<file path="src/rtl/ring_shift_ctrl_pkg.sv">
`default_nettype none
// ============================================================================
// Module : ring_shift_ctrl_pkg
// Brief  : Mode-select codes, FSM encoding and shadow rotate helper.
// Rev    : 1.0
// ============================================================================
package ring_shift_ctrl_pkg;

  localparam logic [1:0] S_HOLD = 2'b00;
  localparam logic [1:0] S_ROTL = 2'b01;
  localparam logic [1:0] S_ROTR = 2'b10;
  localparam logic [1:0] S_LOAD = 2'b11;

  typedef enum logic [2:0] {
    ST_IDLE = 3'd0,
    ST_LOAD = 3'd1,
    ST_WAIT = 3'd2,
    ST_STEP = 3'd3,
    ST_FIN  = 3'd4
  } state_t;

  // Same rotate rule as the downstream register: right = 1 rotates toward bit 0.
  function automatic logic [3:0] rot4(input logic [3:0] v, input logic right);
    return right ? {v[0], v[3:1]} : {v[2:0], v[3]};
  endfunction

endpackage
`default_nettype wire

</file>
<file path="src/rtl/ring_shift_ctrl_if.sv">
`default_nettype none
// ============================================================================
// Module : ring_shift_ctrl_if
// Brief  : Command inputs and register-control outputs of ring_shift_ctrl.
// Rev    : 1.0
// ============================================================================
interface ring_shift_ctrl_if;
  logic       start;
  logic       stop;
  logic       dir;
  logic [3:0] pat;
  logic [3:0] steps;
  logic [1:0] s;
  logic [3:0] d;
  logic       oe;
  logic       busy;
  logic       done;
  logic [3:0] shadow;

  modport master (
    output start, stop, dir, pat, steps,
    input  s, d, oe, busy, done, shadow
  );

  modport slave (
    input  start, stop, dir, pat, steps,
    output s, d, oe, busy, done, shadow
  );
endinterface
`default_nettype wire

</file>
<file path="src/rtl/ring_shift_ctrl_step_tick_gen.sv">
`default_nettype none
// ============================================================================
// Module : step_tick_gen
// Brief  : Prescaler with clear/enable; tc flags a count of TICK_DIV-1.
// Rev    : 1.0
// ============================================================================
module step_tick_gen #(
  parameter int TICK_DIV = 4,
  parameter int TICK_W   = 8
) (
  input  logic clk,
  input  logic rst,
  input  logic clr,
  input  logic en,
  output logic tc
);

  localparam logic [TICK_W-1:0] c_tc = TICK_W'(TICK_DIV - 1);

  logic [TICK_W-1:0] r_count;

  always_ff @(posedge clk or posedge rst) begin
    if (rst)
      r_count <= '0;
    else if (clr)
      r_count <= '0;
    else if (en)
      r_count <= r_count + 1'b1;
  end

  assign tc = (r_count == c_tc);

endmodule
`default_nettype wire

</file>
<file path="src/rtl/ring_shift_ctrl.sv">
`default_nettype none
// ============================================================================
// Module : ring_shift_ctrl
// Brief  : Load-then-rotate sequencer for a 4-bit rotate/load register.
// Rev    : 1.0
// ============================================================================
module ring_shift_ctrl
  import ring_shift_ctrl_pkg::*;
#(
  parameter int TICK_DIV = 4,
  parameter int TICK_W   = 8
) (
  input  logic                clk,
  input  logic                rst,
  ring_shift_ctrl_if.slave    bus
);

  state_t     r_state, w_next;
  logic [3:0] r_pat;
  logic       r_dir;
  logic [3:0] r_remain;
  logic [3:0] r_shadow;
  logic       r_oe;

  logic [1:0] w_s;
  logic       w_busy, w_done;
  logic       w_tick_clr, w_tick_en, w_tick_tc;
  logic       w_latch, w_load_fire, w_step_fire;

  step_tick_gen #(
    .TICK_DIV (TICK_DIV),
    .TICK_W   (TICK_W)
  ) u_tick (
    .clk (clk),
    .rst (rst),
    .clr (w_tick_clr),
    .en  (w_tick_en),
    .tc  (w_tick_tc)
  );

  always_ff @(posedge clk or posedge rst) begin
    if (rst)
      r_state <= ST_IDLE;
    else
      r_state <= w_next;
  end

  // STOP suppresses every command issued in its cycle, so it is tested first.
  always_comb begin
    w_next      = r_state;
    w_s         = S_HOLD;
    w_busy      = (r_state != ST_IDLE);
    w_done      = 1'b0;
    w_tick_clr  = 1'b1;
    w_tick_en   = 1'b0;
    w_latch     = 1'b0;
    w_load_fire = 1'b0;
    w_step_fire = 1'b0;
    case (r_state)
      ST_IDLE: begin
        if (bus.start && !bus.stop) begin
          w_latch = 1'b1;
          w_next  = ST_LOAD;
        end
      end
      ST_LOAD: begin
        if (bus.stop) begin
          w_next = ST_IDLE;
        end else begin
          w_s         = S_LOAD;
          w_load_fire = 1'b1;
          w_next      = (r_remain == 4'd0) ? ST_FIN : ST_WAIT;
        end
      end
      ST_WAIT: begin
        if (bus.stop) begin
          w_next = ST_IDLE;
        end else begin
          w_tick_clr = 1'b0;
          w_tick_en  = 1'b1;
          if (w_tick_tc)
            w_next = ST_STEP;
        end
      end
      ST_STEP: begin
        if (bus.stop) begin
          w_next = ST_IDLE;
        end else begin
          w_s         = r_dir ? S_ROTR : S_ROTL;
          w_step_fire = 1'b1;
          w_next      = (r_remain == 4'd1) ? ST_FIN : ST_WAIT;
        end
      end
      ST_FIN: begin
        w_done = 1'b1;
        w_next = ST_IDLE;
      end
      default: w_next = ST_IDLE;
    endcase
  end

  always_ff @(posedge clk or posedge rst) begin
    if (rst) begin
      r_pat    <= 4'd0;
      r_dir    <= 1'b0;
      r_remain <= 4'd0;
      r_shadow <= 4'd0;
      r_oe     <= 1'b1;
    end else begin
      if (w_latch) begin
        r_pat    <= bus.pat;
        r_dir    <= bus.dir;
        r_remain <= bus.steps;
      end
      if (w_load_fire) begin
        r_shadow <= r_pat;
        r_oe     <= 1'b0;
      end
      if (w_step_fire) begin
        r_shadow <= rot4(r_shadow, r_dir);
        r_remain <= r_remain - 4'd1;
      end
    end
  end

  assign bus.s      = w_s;
  assign bus.d      = r_pat;
  assign bus.oe     = r_oe;
  assign bus.busy   = w_busy;
  assign bus.done   = w_done;
  assign bus.shadow = r_shadow;

endmodule
`default_nettype wire

</file>
<file path="src/flat_wrapper.sv">
// flat-port wrapper written by rule: the top's interface ports become plain ports
module ring_shift_ctrl_flat import ring_shift_ctrl_pkg::*;
#(
  parameter int TICK_DIV = 4,
  parameter int TICK_W   = 8
)
  (clk, rst, bus_start, bus_stop, bus_dir, bus_pat, bus_steps, bus_s, bus_d, bus_oe, bus_busy, bus_done, bus_shadow);
  ring_shift_ctrl_if bus_i ();
  input  logic clk;
  input  logic rst;
  input wire logic [$bits(bus_i.start)-1:0] bus_start;
  input wire logic [$bits(bus_i.stop)-1:0] bus_stop;
  input wire logic [$bits(bus_i.dir)-1:0] bus_dir;
  input wire logic [$bits(bus_i.pat)-1:0] bus_pat;
  input wire logic [$bits(bus_i.steps)-1:0] bus_steps;
  output wire logic [$bits(bus_i.s)-1:0] bus_s;
  output wire logic [$bits(bus_i.d)-1:0] bus_d;
  output wire logic [$bits(bus_i.oe)-1:0] bus_oe;
  output wire logic [$bits(bus_i.busy)-1:0] bus_busy;
  output wire logic [$bits(bus_i.done)-1:0] bus_done;
  output wire logic [$bits(bus_i.shadow)-1:0] bus_shadow;
  assign bus_i.start = bus_start;
  assign bus_i.stop = bus_stop;
  assign bus_i.dir = bus_dir;
  assign bus_i.pat = bus_pat;
  assign bus_i.steps = bus_steps;
  assign bus_s = bus_i.s;
  assign bus_d = bus_i.d;
  assign bus_oe = bus_i.oe;
  assign bus_busy = bus_i.busy;
  assign bus_done = bus_i.done;
  assign bus_shadow = bus_i.shadow;
  ring_shift_ctrl #(.TICK_DIV(TICK_DIV), .TICK_W(TICK_W)) u_core (.clk(clk), .rst(rst), .bus(bus_i));
endmodule
</file>
<file path="config.mk">
export PLATFORM = sky130hd
export DESIGN_NAME = ring_shift_ctrl_flat
export DESIGN_NICKNAME = d
export VERILOG_FILES = /design/src/rtl/ring_shift_ctrl_pkg.sv /design/src/rtl/ring_shift_ctrl_if.sv /design/src/rtl/ring_shift_ctrl_step_tick_gen.sv /design/src/rtl/ring_shift_ctrl.sv /design/src/flat_wrapper.sv
export SDC_FILE = /design/constraint.sdc
export NUM_CORES = 1
export LEC_CHECK = 0
export ABC_AREA = 1
export CORE_AREA = 4 4 74 76
export CTS_CLUSTER_SIZE = 25
export DETAILED_ROUTE_END_ITERATION = 12
export DIE_AREA = 0 0 78 80
export PLACE_DENSITY = 0.62
export SETUP_SLACK_MARGIN = 0.02
export SYNTH_ARGS = -nofsm -noshare
export SYNTH_HDL_FRONTEND = slang
export SYNTH_SLANG_ARGS = --single-unit
</file>
<file path="constraint.sdc">
create_clock -name clk -period 1.3 [get_ports clk]
set_input_delay 0.26 -clock clk [delete_from_list [all_inputs] [get_ports clk]]
set_output_delay 0.26 -clock clk [all_outputs]
set_load 0.02 [all_outputs]
</file>
* Word-level counts from Yosys, hierarchy flattened
Cells that the tools add are included.
W data, S select, Z words.
** Word-level totals
- Register bits after elaboration :: 25
- Logic and storage cells :: 54
** Operators by class
- Add/sub/neg operators :: 2
- Equal/unequal tests :: 8
- Multiplexer cells :: 28
- Reductions and logical operators :: 9
** Operators by type and width (count)
- $mux W3 :: 7
- $mux W4 :: 5
- $mux W8 :: 2
- $pmux W3 S4 :: 1
- $mux W1 :: 9
- $add A8 B1 Y8 const B :: 1
- $eq A8 B2 Y1 const B :: 1
- $eq A3 B2 Y1 const B :: 2
- $mux W2 :: 3
- $reduce_bool A2 Y1 :: 3
- $eq A4 B1 Y1 const B :: 1
- $logic_not A4 Y1 :: 1
- $pmux W2 S2 :: 1
- $sub A4 B1 Y4 const B :: 1
- $eq A3 B1 Y1 const B :: 1
- $eq A3 B3 Y1 const B :: 1
- $logic_not A3 Y1 :: 1
- $ne A3 B3 Y1 const B :: 1
- $reduce_bool A3 Y1 :: 1
- $ne A2 B1 Y1 const B :: 1
- $reduce_and A2 Y1 :: 1
- $logic_and A1 B1 Y1 :: 1
- $logic_not A1 Y1 :: 1

* Logic depth before layout (Yosys ltp)
Gate-level depths: netlist of run 1.
- Depth after elaboration :: 6
- Depth in mapped cells :: 9
- Mapped depth without buffers :: 9

* Hierarchy
A second synthesis of run 1 with hierarchy kept.
** Second synthesis, totals
- Cells, all modules :: 213
- Area, all modules :: 1549.0 um^2
** Modules (own cells, without submodules)
- ring_shift_ctrl :: instances 1, cells each 146, area an instance 1053.5 um^2, sequential area each 426.7 um^2
- step_tick_gen :: instances 1, cells each 67, area an instance 495.5 um^2, sequential area each 200.2 um^2

* Least setup slack after synthesis of run 1
Ideal clock, no wire load.
- Path kind :: flip-flop to output port
- From :: reg u_core.r_state[2]
- To :: out bus_s[0]
- Arrival :: 1030 ps
- Required time :: 1040 ps
- Path slack :: 10 ps
- Stages on the path, launching flop included :: 4
- Path buffers :: 0
- Path through :: dfrtp_1 nor2_4 nand2_4 a21oi_1
** On the way
- Longest elaborated chain between the ends :: 2
- Elaborated cells between the ends (all ways) :: 3
** Ends and longest elaborated chain
- start: declaration :: RTL line ring_shift_ctrl.sv:18 : state_t r_state, w_next;
- start signal: assignment :: RTL line ring_shift_ctrl.sv:45 : r_state <= w_next;
- $eq A3 B2 Y1 / $eq A3 B1 Y1 (equally long branches) :: RTL line ring_shift_ctrl.sv:59 : case (r_state)
- $pmux W2 S2 (*) :: RTL line ring_shift_ctrl.sv:59
- end: declaration :: RTL line flat_wrapper.sv:16 : output wire logic [$bits(bus_i.s)-1:0] bus_s;
Every way passes the cells marked *; elsewhere a longest branch is shown, timed or not.

* Worst setup path after layout of run 1
Same ends and word-level chain as after synthesis.

==> summary.txt, run 1 <==
Critical path
  – Critical path endpoint category: output pin
  – Worst path slowest cell: dfrtp_1
  – Worst EP required: 1.04 ns
  – CP arrival: 1.16 ns
  – CP startpoint: u_core.r_state[2]
  – Startpoint types: flip-flop
  – CP peak stage delay: 0.44 ns
  – Ordered cell list for the critical path: nor2_4, nand2_4, a21oi_2, buf_4
  – Worst-path fanout max: 3
  – Reg2reg start: u_core.r_state[0]
  – Critical path class: reg -> out
  – Cell family with most CP delay: flip-flops
  – Buf+Inv Stages, Crit Path: 1

Routing
  – Post-route ant nets: 0
  – Initial DRC Count: 49
  – DR vias/cell: 4.375
  – Pre-Repair DR Iteration Count: 4
  – WL final: 3556 um
  – Via Count: 1,343
  – WL/cell: 11.58 um
  – Post-route DRC: 0

Synthesis
  – Synth warn: 0
  – Net Count, Synth: 204
  – Synth unique cells: 21
  – Post-synthesis sequential area ratio: 44.18%
  – Cell count after synthesis: 187
  – Mapped Area: 1419 um^2
  – Syn_area_per_cell: 7.587 um^2
  – Synth Register Bits: 25

Run status
  – Failing checks: negative setup slack
  – Status: finished with violations

Layout
  – Fraction of layout cells with a size suffix above 1: 23.75%
  – Antenna fix cells: 0
  – Final nets: 258
  – Most common cell after layout, fill and taps aside: nand2_1
  – Final Instance Area: 2023 um^2
  – Most frequent cells in the layout: nand2_1 (53), nand3_1 (25), buf_4 (23)
  – Area growth syn-to-layout: 42.59%

Floorplanning
  – IO Count: 26
  – Die width: 78 um
  – Rows: 25
  – Die height: 80 um
  – Core footprint: 4723 um^2
  – Full die area: 6240 um^2
  – Initial Utilization: 30.04%

Global routing
  – Vias in the first global route: 1,302
  – First-pass GRT wire length: 5816 um
  – Largest net degree at the start of global routing: 26
  – Total track usage: 11.45%
  – Global route total overflow: 0
  – Initial antenna violation count: 0

Clocking
  – Clock sinks: 25
  – Worst-case clock buffer depth: 2
  – Num CTS Buffers: 3
  – Clk pin slew, worst setup/hold paths: 0.09 ns
  – CTS H-tree lvls: 1
  – CTS Root Cell: clkbuf_8
  – CTS tree: done
  – Clock Latency Late Sink: 0.27 ns

Timing
  – TNS Setup: -0.3226 ns
  – Final hold vios: 0
  – Clk_skew: 0.006117 ns
  – Final Max Tran Viols: 0
  – Final Critical Period: 1.419 ns
  – RSZ-0062 raised after global routing: yes
  – Tcrit/Tclk final: 109.2%
  – Max-slew headroom: 86.16%
  – Setup Viol. Count Final: 4
  – Worst slew pin tran: 0.2068 ns
  – FMAX: 704.5 MHz
  – Min setup slack post-route: -0.1195 ns

Job
  – Max-Cap Viols: 0

Placement
  – Routability cong.: 0.7841
  – Buffers on Ports: 25
  – Post-detail-place hpwl: 2443 um
  – Dpl cell area: 1907 um^2

Power
  – Worst IR drop on VDD: 1042 uV
  – P_leak: 0.001001 uW
  – PwrDens: 1910 nW/um^2
  – Power Total: 3865 uW

Min path
  – HP Class: in -> async
## path summary, 6_finish.rpt
path / end / slack, ns / cells after the start
worst max-delay path: bus_s[0] / -0.12 / 4
worst min-delay path: u_core.u_tick.r_count[7] / 0.30 / 3
worst max register to register: u_core.u_tick.r_count[1] / 0.04 / 5
worst min register to register: u_core.bus.oe / 0.46 / 2
max in group asynchronous: u_core.bus.oe / 0.76 / 3
min in group clk: u_core.bus.oe / 0.46 / 2
## synth_stat cells, drive strengths merged
cell     n  area (um^2)
or2      1        6.260
nand3   28        165.2
o21ai    4        20.02
ha       4        50.05
a21oi   12        60.06
nand3b   1        7.510
dfrtp   24        600.6
buf      1        7.510
nor2    26        127.6
xnor2    1        8.760
nand2   56        220.2
o22ai    1        6.260
clkbuf   1        13.76
nor3     1        5.000
dfstp    1        26.28
inv     25        93.84
## layout make-up
class / instances / area, um^2
Clock buffer: 4 / 45.04
Tap cell: 67 / 83.83
Fill cell: 495 / 2700
Sequential cell: 25 / 629.4
Timing Repair Buffer: 49 / 435.4
Multi-Input combinational cell: 137 / 728.2
Inverter: 25 / 101.3
## routing by layer
metal	GRT usage [%]	part of all wire [%]	up-vias
met4	1.923	0	0
met1	14.51	46	619
met2	19.78	50	22
met3	3.047	3.9	0
met5	0	0	-
li1	-	-	702
## power by group
part	switching, uW	internal (uW)
Sequential	195	1020
Combinational	1190	979
Clock	257	220
Total	1640	2220
## stage by stage
stage	std cells	util (%)	hold slack, ns	worst slack (ns)
floorplan	187	-	0.2866	0.009807
global placement	298	40.37	0.4508	-0.6482
finish	307	42.83	0.3021	-0.1195
detailed placement	298	40.37	0.4504	-0.6706
global route	307	42.83	0.3066	-0.1694
CTS	305	41.54	0.3077	-0.1530
## registers in the layout, summed over array words and instances, names as in the netlist
signal                 cells
u_core.bus.d               4
u_core.bus.oe              1
u_core.bus.shadow          4
u_core.r_dir               1
u_core.r_remain            4
u_core.r_state             3
u_core.u_tick.r_count      8
## kinds of logic after synthesis
kind of cell / share of synthesized area [%]
buf+inv: 8.113
simple gates: 37.48
flops: 44.18
xor+xnor: 0.6174
compound gates: 6.085
fa+ha+maj: 3.527
## timing repair
action	4_1_cts	5_1_grt
gates resized for setup	39	18
setup endpoints to repair	15	28
pin swaps	1	5
hold buffers	0	0
gates cloned	0	2
setup buffers	3	2
## tightest hold or removal path, delay by kind of cell
kind,cells,cell delay (ns)
buf+inv,3,0.67
Note: power is estimated with default switching activity, not from simulation.
==> run 2, diff against run 1 <==
--- a/config.mk
+++ b/config.mk
@@ -14,2 +14,3 @@
 export SETUP_SLACK_MARGIN = 0.02
+export SKIP_LAST_GASP = 1
 export SYNTH_ARGS = -nofsm -noshare
--- a/constraint.sdc
+++ b/constraint.sdc
@@ -3,2 +3,2 @@
 set_output_delay 0.26 -clock clk [all_outputs]
-set_load 0.02 [all_outputs]
+set_load 0.005 [all_outputs]
==> summary.txt, run 2 (same netlist as run 1, synthesis figures left out) <==
Clocking
  – Num CTS Buffers: 3 (unchanged)
  – CTS H-tree lvls: 1 (unchanged)
  – Hold buffer count at cts: 0 (unchanged)
  – Clock sinks: 25 (unchanged)
  – CTS Root Cell: clkbuf_8
  – Clock Latency Late Sink: 0.27 ns (about the same)
  – CTS tree: done
  – Worst-case clock buffer depth: 2 (unchanged)
  – Clk pin slew, worst setup/hold paths: 0.09 ns (about the same)

Job
  – Max-Cap Viols: 0 (unchanged)

Timing
  – Final Max Tran Viols: 0 (unchanged)
  – Clk_skew: 0.002043 ns (-0.004074 ns)
  – Max-slew headroom: 86.46% (+0.30 points)
  – FMAX: 680.6 MHz (-3.4%)
  – Worst slew pin tran: 0.2024 ns (-0.004476 ns)
  – Tcrit/Tclk final: 113.0% (+3.8 points)
  – Setup Viol. Count Final: 4 (unchanged)
  – Final hold vios: 0 (unchanged)
  – Final Critical Period: 1.469 ns (+0.04982 ns)
  – Final hold slack: 0.3045 ns (+0.002452 ns)
  – Min setup slack post-route: -0.1693 ns (-0.04982 ns)
  – RSZ-0062 raised after global routing: yes

Layout
  – Max reg flops: 8 (unchanged)
  – Final nets: 265 (+2.7%)
  – Core Util, Final: 44.03% (+1.2 points)
  – Area growth syn-to-layout: 46.56%
  – Most common cell after layout, fill and taps aside: nand2_1
  – Fraction of layout cells with a size suffix above 1: 25.91% (+2.2 points)
  – Antenna fix cells: 0 (unchanged)
  – Largest register by flop count: u_core.u_tick.r_count
  – Most frequent cells in the layout: nand2_1 (52), nand3_1 (26), buf_4 (25)

Routing
  – Via Count: 1,397 (+4.0%)
  – WL/cell: 11.58 um (about the same)
  – Post-route ant nets: 0 (unchanged)
  – Post-route DRC: 0 (unchanged)
  – Initial DRC Count: 51 (+4.1%)
  – Pre-Repair DR Iteration Count: 4 (unchanged)
  – WL final: 3636 um (+2.2%)
  – DR vias/cell: 4.449 (+1.7%)

Global routing
  – Initial antenna violation count: 0 (unchanged)
  – First-pass GRT wire length: 6210 um (+6.8%)
  – Vias in the first global route: 1,391 (+6.8%)
  – GR Util met1: 14.71% (+0.20 points)
  – Largest net degree at the start of global routing: 26 (unchanged)
  – Gr busiest metal: met2
  – Total track usage: 12.50% (+1.1 points)
  – Global route total overflow: 0 (unchanged)
  – Met2 global-route usage: 22.69% (+2.9 points)
  – Met3 Use GR: 3.047% (unchanged)

Floorplanning
  – Full die area: 6240 um^2 (unchanged)
  – Core footprint: 4723 um^2 (unchanged)
  – Die height: 80 um (unchanged)
  – Die width: 78 um (unchanged)
  – IO Count: 26 (unchanged)
  – Initial Utilization: 30.04% (unchanged)
  – Rows: 25 (unchanged)

Critical path
  – Worst R2R Setup Slack: 0.02 ns (-0.02 ns)
  – Critical path class: reg -> out
  – Worst EP required: 1.04 ns (about the same)
  – Worst-path fanout max: 3 (unchanged)
  – CP arrival: 1.21 ns (+0.05 ns)
  – Startpoint types: flip-flop
  – Critical path endpoint category: output pin

Run status
  – Status: finished with violations
  – Failing checks: negative setup slack

Placement
  – Post-detail-place hpwl: 2480 um (+1.5%)
  – Routability cong.: 0.7864 (+0.29%)
  – Dpl ws: -0.5553 ns (+0.1153 ns)
  – Buffers on Ports: 25 (unchanged)

Min path
  – HP Class: in -> async

Power
  – P_leak: 0.001047 uW (+4.6%)
  – PwrDens: 1823 nW/um^2 (-4.5%)
  – Power Total: 3792 uW (-1.9%)
  – Worst IR drop on VDD: 981.2 uV (-5.8%)
run 2: cell types whose count changed in the layout (fill, tap and decap cells not counted), moves of 2 or more:
cell / previous run / this run
buf_2: 1 / 4
clkdlybuf4s15_1: 3 / 0
dlygate4sd2_1: 5 / 9
buf_6: 3 / 6
buf_4: 23 / 25
run 2: path summary, 6_finish.rpt:
path,cells after the start,to,start
min in group clk,2,u_core.bus.oe,u_core.bus.oe
setup / recovery,5,bus_s[1],u_core.r_state[2]
max in group asynchronous,3,u_core.bus.oe,rst
hold reg to reg,2,u_core.bus.oe,u_core.bus.oe
setup reg to reg,8,u_core.r_state[0],u_core.r_state[2]
hold / removal,3,u_core.u_tick.r_count[0],rst
run 2: cell type report:
type	count	area, um^2
fillers	472	2644
inverters	25	101.3
repair buffers	56	484.2
clock buffers	3	41.29
multi-input cells	137	734.5
well taps	67	83.83
flip-flops and latches	25	629.4
clock inverters	1	5.005
run 2: metrics by stage:
stage               TNS [ns]  cell area [um^2]  std cells
floorplan                  0              1419        187
global placement      -6.620              1864        293
detailed placement    -6.811              1864        293
CTS                  -0.4007              2028        311
global route          -1.172              2079        314
finish               -0.4435              2079        314
run 2: layer usage:
layer | part of all wire [%] | wire length, um
met5 | 0 | 0
met4 | 0.58 | 21
met3 | 3.0 | 109
met2 | 49 | 1780
met1 | 47 | 1725
run 2: report_power, final:
group | leakage, uW | switching, uW | internal (uW)
combinational | 0.000706 | 1060 | 1050
clock | 0.0000255 | 256 | 215
sequential | 0.000315 | 193 | 1020
run 2: timing repair:
item                                    CTS  global route
pin swaps                                 6             2
setup buffers                            15             3
resized for setup                        43             9
cloned                                    1             1
endpoints found under the setup margin   16            22
run 2: worst max-delay path, cell delays in order (launching register included):
cell,delay [ns]
dfrtp_1,0.41
buf_6,0.13
nor2_4,0.10
nand2_4,0.07
a21oi_2,0.11
buf_2,0.12
==> run 3, diff against run 2 <==
- TNS_END_PERCENT: unset -> 5
==> summary.txt, run 3 (same netlist as run 1, synthesis figures left out) <==
Global routing
  – Vias in the first global route: 1,329 (-4.5%)
  – Largest net degree at the start of global routing: 26 (unchanged)
  – Global route total overflow: 0 (unchanged)
  – First-pass GRT wire length: 5920 um (-4.7%)
  – Initial antenna violation count: 0 (unchanged)
  – Total track usage: 11.90% (-0.60 points)

Layout
  – Antenna fix cells: 0 (unchanged)
  – Max reg flops: 8 (unchanged)
  – Most frequent cells in the layout: nand2_1 (54), nand3_1 (26), inv_1 (23), buf_4 (23)
  – Fraction of layout cells with a size suffix above 1: 19.67% (-6.2 points)
  – Most common cell after layout, fill and taps aside: nand2_1
  – Largest register by flop count: u_core.u_tick.r_count
  – Final nets: 257 (-3.0%)
  – Fillers: 486 (+3.0%)
  – Area growth syn-to-layout: 39.68%

Critical path
  – CP arrival: 1.21 ns (about the same)
  – Critical path class: reg -> out
  – Worst-path fanout max: 3 (unchanged)
  – Crit. path cell count: 5 (unchanged)
  – End point of the critical path: bus_s[1]
  – Cell family with most CP delay: flip-flops
  – Reg2reg start: u_core.r_state[2]
  – Buf+Inv Stages, Crit Path: 2 (unchanged)
  – Startpoint types: flip-flop
  – RR Endpoint: u_core.r_state[2]
  – Worst EP required: 1.04 ns (about the same)
  – CP startpoint: u_core.r_state[2]
  – Critical path endpoint category: output pin
  – Worst path slowest cell: dfrtp_1
  – CP peak stage delay: 0.41 ns (about the same)
  – Worst R2R Setup Slack: -0.14 ns (-0.16 ns)
  – Ordered cell list for the critical path: buf_6, nor2_4, nand2_4, a21oi_2, buf_2
  – Reg2Reg Depth: 8 (unchanged)

Clocking
  – Clock sinks: 25 (unchanged)
  – CTS H-tree lvls: 1 (unchanged)
  – Num CTS Buffers: 3 (unchanged)
  – Clk pin slew, worst setup/hold paths: 0.09 ns (about the same)
  – CTS Root Cell: clkbuf_8
  – CTS tree: done
  – Hold buffer count at cts: 0 (unchanged)
  – Clock Latency Late Sink: 0.27 ns (about the same)
  – Worst-case clock buffer depth: 2 (unchanged)

Power
  – Net Sw Frac: 38.47% (-1.3 points)
  – Net switching power: 1366 uW (-9.4%)
  – PwrDens: 1791 nW/um^2 (-1.8%)
  – Power share of the clock group: 13.3% (+0.9 points)
  – Internal power: 2184 uW (-4.4%)
  – Sequential share of power: 34.7% (+2.6 points)
  – Power Total: 3550 uW (-6.4%)
  – P_leak: 0.0009933 uW (-5.1%)
  – Comb power frac: 52.0% (-3.5 points)
  – Worst IR drop on VDD: 1076 uV (+9.6%)

Routing
  – Post-route ant nets: 0 (unchanged)
  – Via Count: 1,329 (-4.9%)
  – Pre-Repair DR Iteration Count: 4 (unchanged)
  – Initial DRC Count: 40 (-22%)
  – DR vias/cell: 4.343 (-2.4%)
  – Post-route DRC: 0 (unchanged)
  – WL/cell: 10.86 um (-6.2%)
  – WL final: 3323 um (-8.6%)

Floorplanning
  – Full die area: 6240 um^2 (unchanged)
  – Die height: 80 um (unchanged)
  – IO Count: 26 (unchanged)
  – Core footprint: 4723 um^2 (unchanged)
  – Die width: 78 um (unchanged)
  – Rows: 25 (unchanged)
  – Initial Utilization: 30.04% (unchanged)

Timing
  – Max-slew headroom: 86.28% (-0.17 points)
  – FMAX: 680.5 MHz (about the same)
  – Final Critical Period: 1.470 ns (+0.0002560 ns)
  – Tcrit/Tclk final: 113.0% (about the same)
  – Final Max Tran Viols: 0 (unchanged)
  – Final hold slack: 0.3032 ns (-0.001375 ns)
  – Min setup slack post-route: -0.1696 ns (-0.0002560 ns)
  – Clk_skew: 0.003428 ns (+0.001385 ns)
  – RSZ-0062 raised after global routing: yes
  – Setup Viol. Count Final: 31 (+27)
  – TNS Setup: -2.477 ns (-2.033 ns)
  – Worst slew pin tran: 0.2036 ns (+0.001207 ns)
  – Final hold vios: 0 (unchanged)

Run status
  – Failing checks: negative setup slack
  – Status: finished with violations

Placement
  – Routability cong.: 0.7864 (unchanged)
  – Dpl ws: -0.5553 ns (unchanged)
  – Post-detail-place hpwl: 2480 um (unchanged)
  – Buffers on Ports: 25 (unchanged)

Min path
  – HP Class: in -> async

Job
  – Max-Cap Viols: 0 (unchanged)
## run 3: cell types whose count changed in the layout (fill, tap and decap cells not counted), moves of 2 or more
cell	previous run	this run
nand2_1	52	54
buf_6	6	1
buf_2	4	2
clkdlybuf4s50_1	11	19
nand3_2	2	0
inv_4	3	0
dlygate4sd2_1	9	4
buf_4	25	23
inv_1	21	23
## run 3: power groups by stage
stage	registers (uW)	logic [uW]	clock network [uW]
after detailed placement	1290	1660	0
after CTS	1230	1870	487
final	1230	1850	473
after floorplan	1210	948	0
after global placement	1290	1650	0
after global routing	1270	2090	526
## run 3: how the worst min path moves through the flow
| stage | from | end | slack, ns | cells past startpoint |
|---|---|---|---|---|
| after floorplan | rst | u_core.bus.d[0] | 0.29 | 1 |
| after global placement | u_core.bus.oe | u_core.bus.oe | 0.45 | 2 |
| after detailed placement | u_core.bus.oe | u_core.bus.oe | 0.45 | 2 |
| after CTS | rst | u_core.bus.shadow[0] | 0.31 | 3 |
| after global routing | rst | u_core.u_tick.r_count[0] | 0.30 | 3 |
| final | rst | u_core.u_tick.r_count[0] | 0.30 | 3 |
## run 3: timing repair
item                                    in CTS  in global routing
endpoints found under the setup margin      16                 33
pin swaps                                    2                  0
buffers inserted                             9                  0
gates resized for setup                     18                  0
cloned                                       0                  0
## run 3: worst min-delay path, stage by stage
cell	delay, ns
clkdlybuf4s50_1	0.39
inv_1	0.09
buf_12	0.19
## run 3: metrics by stage
| step | instance area, um^2 | util (%) | instances |
|---|---|---|---|
| after CTS | 1982 | 41.96 | 306 |
| after detailed placement | 1864 | 39.47 | 293 |
| final | 1982 | 41.96 | 306 |
| after floorplan | 1419 | - | 187 |
| after global routing | 1982 | 41.96 | 306 |
| after global placement | 1864 | 39.47 | 293 |
## run 3: cell type report
cell class | instances | area [um^2] | share of cell area [%]
repair buffers | 50 | 439.2 | 22.16
multi-input cells | 135 | 689.4 | 34.79
inverters | 25 | 93.84 | 4.735
clock buffers | 3 | 41.29 | 2.083
clock inverters | 1 | 5.005 | 0.2525
flip-flops and latches | 25 | 629.4 | 31.76
well taps | 67 | 83.83 | 4.230
## run 3: layer usage
layer  routed length [um]  vias to the layer above  global-route usage, %
met2                 1612                       26                  21.15
met4                   21                        0                  3.147
met1                 1562                      601                  14.16
met3                  127                        3                  3.160
met5                    0                        -                      0
li1                     -                      699                      -
